`config.mk`:
```
export PLATFORM = sky130hd
export DESIGN_NAME = regfile_wb_arbiter
export DESIGN_NICKNAME = d
export VERILOG_FILES = /design/src/rtl/regfile_wb_arbiter.sv
export SDC_FILE = /design/constraint.sdc
export NUM_CORES = 1
export LEC_CHECK = 0
export ABC_AREA = 1
export BUFFER_PORTS_ARGS = -buffer_cell sky130_fd_sc_hd__buf_4
export CAP_MARGIN = 20
export CORE_MARGIN = 2
export CORE_UTILIZATION = 45
export DETAILED_ROUTE_END_ITERATION = 16
export PLACE_DENSITY = 0.75
export RECOVER_POWER = 25
export SYNTH_ARGS = -nofsm -noshare
export SYNTH_HDL_FRONTEND = slang
export SYNTH_SLANG_ARGS = --single-unit
```
`constraint.sdc`:
```
create_clock -name clk -period 2.1 [get_ports clk]
set_input_delay 0.21 -clock clk [delete_from_list [all_inputs] [get_ports clk]]
set_output_delay 0.21 -clock clk [all_outputs]
set_load 0.02 [all_outputs]
```
`src/rtl/regfile_wb_arbiter.sv`:
```
// rtl/regfile_wb_arbiter.sv - two-requester register-file writeback arbiter
// Round-robin between ALU (A) and load (B); same-address pairs are ordered A then B.
module regfile_wb_arbiter #(
    parameter int data_width   = 32,
    parameter int select_width = 5
) (
    input  logic                    clk,
    input  logic                    rst_n,
    input  logic                    a_valid,
    input  logic [select_width-1:0] a_addr,
    input  logic [data_width-1:0]   a_data,
    input  logic                    a_lui,
    output logic                    a_ready,
    input  logic                    b_valid,
    input  logic [select_width-1:0] b_addr,
    input  logic [data_width-1:0]   b_data,
    input  logic                    b_lui,
    output logic                    b_ready,
    input  logic                    wb_stall,
    output logic                    RegWrite,
    output logic [select_width-1:0] write_address,
    output logic [data_width-1:0]   write_data,
    output logic                    LUI,
    output logic                    busy
);

    typedef enum logic [1:0] {
        IDLE    = 2'd0,
        WRITE   = 2'd1,
        ORDERED = 2'd2
    } state_t;

    state_t state;
    state_t state_next;
    logic   ptr;
    logic   ptr_next;
    logic   a_grant;
    logic   b_grant;
    logic   same_addr;
    logic   transfer;

    logic [select_width-1:0] sel_addr;
    logic [data_width-1:0]   sel_data;
    logic                    sel_lui;

    assign same_addr = (a_addr == b_addr);
    assign transfer  = a_grant | b_grant;
    assign sel_addr  = b_grant ? b_addr : a_addr;
    assign sel_data  = b_grant ? b_data : a_data;
    assign sel_lui   = b_grant ? b_lui  : a_lui;

    always_ff @(posedge clk or negedge rst_n) begin
        if (!rst_n) begin
            state <= IDLE;
            ptr   <= 1'b0;
        end else begin
            state <= state_next;
            ptr   <= ptr_next;
        end
    end

    always_comb begin
        state_next = state;
        ptr_next   = ptr;
        if (a_grant) begin
            ptr_next = 1'b1;
        end else if (b_grant) begin
            ptr_next = 1'b0;
        end
        case (state)
            ORDERED: begin
                if (wb_stall) begin
                    state_next = ORDERED;
                end else if (transfer) begin
                    state_next = WRITE;
                end else begin
                    state_next = IDLE;
                end
            end
            default: begin
                if (a_grant && b_valid && same_addr) begin
                    state_next = ORDERED;
                end else if (transfer) begin
                    state_next = WRITE;
                end else begin
                    state_next = IDLE;
                end
            end
        endcase
    end

    // Grants are gated by rst_n so both readies drop the instant reset asserts.
    always_comb begin
        a_grant = 1'b0;
        b_grant = 1'b0;
        if (rst_n && !wb_stall) begin
            if (state == ORDERED && b_valid) begin
                b_grant = 1'b1;
            end else if (a_valid && b_valid) begin
                if (same_addr || !ptr) begin
                    a_grant = 1'b1;
                end else begin
                    b_grant = 1'b1;
                end
            end else begin
                a_grant = a_valid;
                b_grant = b_valid;
            end
        end
    end

    assign a_ready = a_grant;
    assign b_ready = b_grant;
    assign busy    = (a_valid & ~a_grant) | (b_valid & ~b_grant);

    // Writes to r0 complete the handshake but leave the write port untouched.
    always_ff @(posedge clk or negedge rst_n) begin
        if (!rst_n) begin
            RegWrite      <= 1'b0;
            write_address <= '0;
            write_data    <= '0;
            LUI           <= 1'b0;
        end else begin
            RegWrite <= transfer && (sel_addr != '0);
            if (transfer && (sel_addr != '0)) begin
                write_address <= sel_addr;
                write_data    <= sel_data;
                LUI           <= sel_lui;
            end
        end
    end

endmodule

```
# --- After elaboration in Yosys (flattened, before gate mapping) ---
# Index checks and enable logic that the tools add are counted.
op_classes:
  eq_ne: 2
  n_mux: 17
  bitwise_logic: 6
  n_reduce_logical: 11
op_table:
  columns: ["op", "n"]
  rows:
  - ["$mux 32", 1]
  - ["$mux 1", 12]
  - ["$logic_and 1x1->1", 6]
  - ["$mux 2", 3]
  - ["$eq 5x5->1", 1]
  - ["$mux 5", 1]
  - ["$reduce_bool 5->1", 1]
  - ["$and 1x1->1", 2]
  - ["$eq 2x2->1 const B", 1]
  - ["$logic_not 1->1", 2]
  - ["$not 1->1", 2]
  - ["$or 1x1->1", 2]
  - ["$reduce_bool 2->1", 1]
  - ["$logic_or 1x1->1", 1]
totals:
  ff_bits: 42
  out_inout_bits: 42

# --- Longest topological paths before layout ---
logic_depth:
  depth_word: 10
  mapped_depth: 17

# --- Least setup slack after synthesis ---
# No wires, ideal clock.
synth_timing:
  path_type: "flip-flop to output port"
  startpoint: "register state[0]"
  endpoint: "output busy"
  arrival_time_ns: 1.587
  required_time_ns: 1.890
  slack_ns: 0.303
  path_stages_with_launch: 10
  path_buffers: 1
  path_cell_list: "dfrtp_1 inv_1 nand2_1 a21oi_1 inv_1 nand2_4 nand2_4 inv_2 buf_1 o22ai_1"
synth_via:
  elab_chain_len: 7
  word_cells_on_any_way: 11
  cone_classes: "eq/ne (1); mux (4); bitwise (5); reduce/logical (1)"
synth_rtl:
  columns: ["element", "line", "rtl"]
  rows:
  - ["from (decl)", "33", "state_t state;"]
  - ["from (signal assigned)", "57", "state <= state_next;"]
  - ["$eq 2x2->1", "97", "if (state == ORDERED && b_valid) begin"]
  - ["$logic_and 1x1->1", "97", null]
  - ["$mux 1", "97", null]
  - ["$mux 1", "96", "if (rst_n && !wb_stall) begin"]
  - ["named net b_ready", "18", "output logic b_ready,"]
  - ["$not 1->1", "114", "assign busy = (a_valid & ~a_grant) | (b_valid & ~b_grant);"]
  - ["$and 1x1->1", "114", null]
  - ["$or 1x1->1", "114", null]
  - ["to (decl)", "24", "output logic busy"]
# The timed path passes the listed nets, and every way through them passes these cells.

# --- Final worst setup path ---
layout_timing:
  startpoint: "register state[0]"
  endpoint: "output busy"
layout_via:
  elab_chain_len: 7
  word_cells_on_any_way: 11
  cone_classes: "eq/ne (1); mux (4); bitwise (5); reduce/logical (1)"
layout_rtl:
  columns: ["element", "line"]
  rows:
  - ["$eq 2x2->1 (*)", "97"]
  - ["$logic_and 1x1->1 (*)", "97"]
  - ["$mux 1", "97"]
  - ["$mux 1", "96"]
  - ["$not 1->1", "114"]
  - ["$and 1x1->1", "114"]
  - ["$or 1x1->1 (*)", "114"]
# Every way passes the cells marked *; elsewhere a longest branch is shown, timed or not.

==> impl_metrics.env <==
export IMPL_run_status="finished clean"
export IMPL_grt_pass1_wl_um=10290
export IMPL_num_vias=2522
export IMPL_cts_sinks=42
export IMPL_min_period_ps=1947
export IMPL_slew_viol_final=0
export IMPL_clk_latency_ps=280
export IMPL_crit_required_ps=1890
export IMPL_slowest_delay_ps=370
export IMPL_synth_compound_area_share_pct=1.830
export IMPL_grt_pass1_vias=2291
export IMPL_cpMaxStageDelayCell="dfrtp_1"
export IMPL_layout_area_seq_sq_um=1051
export IMPL_use_met3_pct=5.882
export IMPL_globalplace_congestion=0.7839
export IMPL_yosysWarningCount=0
export IMPL_initial_core_util_pct=46.86
export IMPL_cts_buffers=5
export IMPL_async_flop_share_pct=100.0
export IMPL_top_usage_layer="met2"
export IMPL_clk_pin_slew_ps=70
export IMPL_end_kind="output port"
export IMPL_synth_xor_area_share_pct=0.3659
export IMPL_fin_crit_sh_pct=92.74
export IMPL_track_usage_pct=21.37
export IMPL_dp_cells=539
export IMPL_cts_hold_buf=0
export IMPL_post_cts_setup_buffer_count=0
export IMPL_grt_use_met1_pct=27.46
export IMPL_synth_simple_gate_area_share_pct=44.90
export IMPL_yosys_area_top_type="dfrtp_1"
export IMPL_h_tree_depth=2
export IMPL_root_buffer="clkbuf_8"
export IMPL_timing_fmax_mhz=513.5
export IMPL_synth_area_per_cell_sq_um=6.742
export IMPL_leakagePower_uw=0.002114
export IMPL_vias_per_cell=4.602
export IMPL_die_y_um=76.93
export IMPL_drive_above_1_share_pct=31.59
export IMPL_skew_ps=5.852
export IMPL_synth_cell_types=22
export IMPL_max_slew_margin_pct=31.21
export IMPL_ys_seq_elements=42
export IMPL_synthCells=355
export IMPL_antenna_found_initial=0
export IMPL_routed_wl_um=6353
export IMPL_finalSetupViolations=0
export IMPL_antenna_cells=0
export IMPL_rows=26
export IMPL_area_growth_pct=46.68
export IMPL_rsz0062_at_grt="true"
export IMPL_ios=123
export IMPL_synthTopCellsByArea="dfrtp_1 (44%), nand2_1 (32%), nand3_1 (9.0%)"
export IMPL_cp_cell_sequence="inv_1 -> nand2_1 -> a21oi_1 -> inv_1 -> nand2_4 -> nand2_8 -> inv_4 -> buf_12 -> o22ai_1 -> buf_4"
export IMPL_fill_cells=456
export IMPL_core_sq_um=5107
export IMPL_numPortBuffers=122
export IMPL_setup_tns_ps=0
export IMPL_die_w_um=76.93
export IMPL_synthAdderAreaFrac_pct=0
export IMPL_start_kind="flop"
export IMPL_path_class="flop to output port"
export IMPL_peakVddDrop_uv=495.8
export IMPL_synth_top_family_by_area="simple AND/OR/NAND/NOR gates"
export IMPL_synth_edf_count=0
export IMPL_yosysSeqAreaShare_pct=43.91
export IMPL_syn_num_nets=436
export IMPL_path_common_cell="inv_1"
export IMPL_dp_hpwl_um=4760
export IMPL_min_path_type="input pin to flop"
export IMPL_grt_start_max_net_pins=43
export IMPL_worstPathMaxFanout=20
export IMPL_synth_top_cell_area_share_pct=43.91
export IMPL_synth_mux_area_share_pct=0
export IMPL_ant_nets=0
export IMPL_finalNonFillerCells=548
export IMPL_hold_viol=0
export IMPL_powerDensity_nw_per_um2=758.0
export IMPL_wl_per_cell_um=11.59
export IMPL_grt_util_met2_pct=35.88
export IMPL_gr_total_overflow=0
export IMPL_worstMarginPinSlew_ps=1032
export IMPL_die_area_sq_um=5918
export IMPL_cap_violations=0
export IMPL_drcViolationCount=0
export IMPL_fin_util_pct=68.74
export IMPL_cts_tree="yes"
export IMPL_multi_input_area_sq_um=1136
export IMPL_synth_ff_type="dfrtp_1"
export IMPL_arrival_ps=1740
export IMPL_cts_buffer_depth=2
export IMPL_fin_nets=558
export IMPL_synth_area_sq_um=2394
export IMPL_first_pass_iters=4
export IMPL_drt_iter0_drc=98
critical path, delay by kind of cell (launching register included):
kind / cells / cell delay (ps)
flops: 1 / 370
buf+inv: 5 / 600
compound gates: 2 / 210
simple gates: 3 / 290
routing by layer:
layer	vias up	part of all wire (%)	routed length, um
li1	1331	-	-
met1	1103	44	2782
met2	84	49	3093
met3	4	6.9	440
met4	0	0.57	36
met5	-	0	0
cell usage after synthesis (2+ instances only):
master / n
nor2_1: 8
dfrtp_1: 42
o21ai_1: 2
inv_2: 2
clkbuf_1: 7
nand2_2: 4
nand2_1: 201
nand2_4: 2
buf_2: 4
inv_1: 24
buf_6: 6
nand3_1: 43
area by class of cell:
type,count,area share [%]
inverter,26,2.851
timing repair buffer,133,29.33
clock inverter,1,0.8553
multi-input combinational,269,32.36
tap,70,2.495
sequential,42,29.94
clock buffer,7,2.174
final timing paths:
path,to,startpoint,cells after the start,slack (ps)
min in group asynchronous,write_data[8],rst_n,2,230
max reg2reg,write_address[2],state[0],12,290
max,busy,state[0],10,150
min reg2reg,write_data[28],write_data[28],2,470
max in group asynchronous,write_data[11],rst_n,2,1250
min,state[1],wb_stall,3,180
cells in the final DEF (no fill, tap or decap), types with 2 or more instances in the layout:
cell type	count
clkbuf_1	2
nand3_1	43
dfrtp_1	42
nor2_1	8
nand2_2	4
inv_2	2
buf_4	128
o21ai_1	2
inv_1	23
nand2_1	201
clkbuf_8	5
kinds of logic (layout without fill, tap and decap cells):
group,after synthesis,in the layout
buffers and inverters,44,167
AO/OA/AOI/OAI,7,7
XOR/XNOR,1,1
flip-flops,42,42
AND/OR/NAND/NOR,261,261
repair_timing:
item	in CTS	in global routing
endpoints found under the hold margin	0	0
gates resized for setup	1	6
pin swaps	0	0
cloned	0	1
setup endpoints to repair	2	10
per-stage QoR:
stage	total power (uW)	instance area, sq um	hold slack [ps]	worst slack (ps)
2_1_floorplan	1578	2394	-85.59	303.5
3_3_place_gp	2045	3354	315.7	197.4
3_5_place_dp	2065	3354	325.4	85.79
4_1_cts	2678	3465	18.98	1.650
5_1_grt	2829	3511	187.3	-6.012
6_report	2661	3511	177.9	152.5
flip-flops by register name, indices dropped and copies added (netlist names):
register       cells
ptr                1
state              2
RegWrite           1
write_data        32
write_address      5
LUI                1
power by group:
part           switching [uW]  leakage (uW)  internal, uW
Clock                     254     0.0000524           356
Combinational             543       0.00154           436
Sequential               94.5      0.000525           979
No activity file was read; power rests on OpenSTA's default activity.
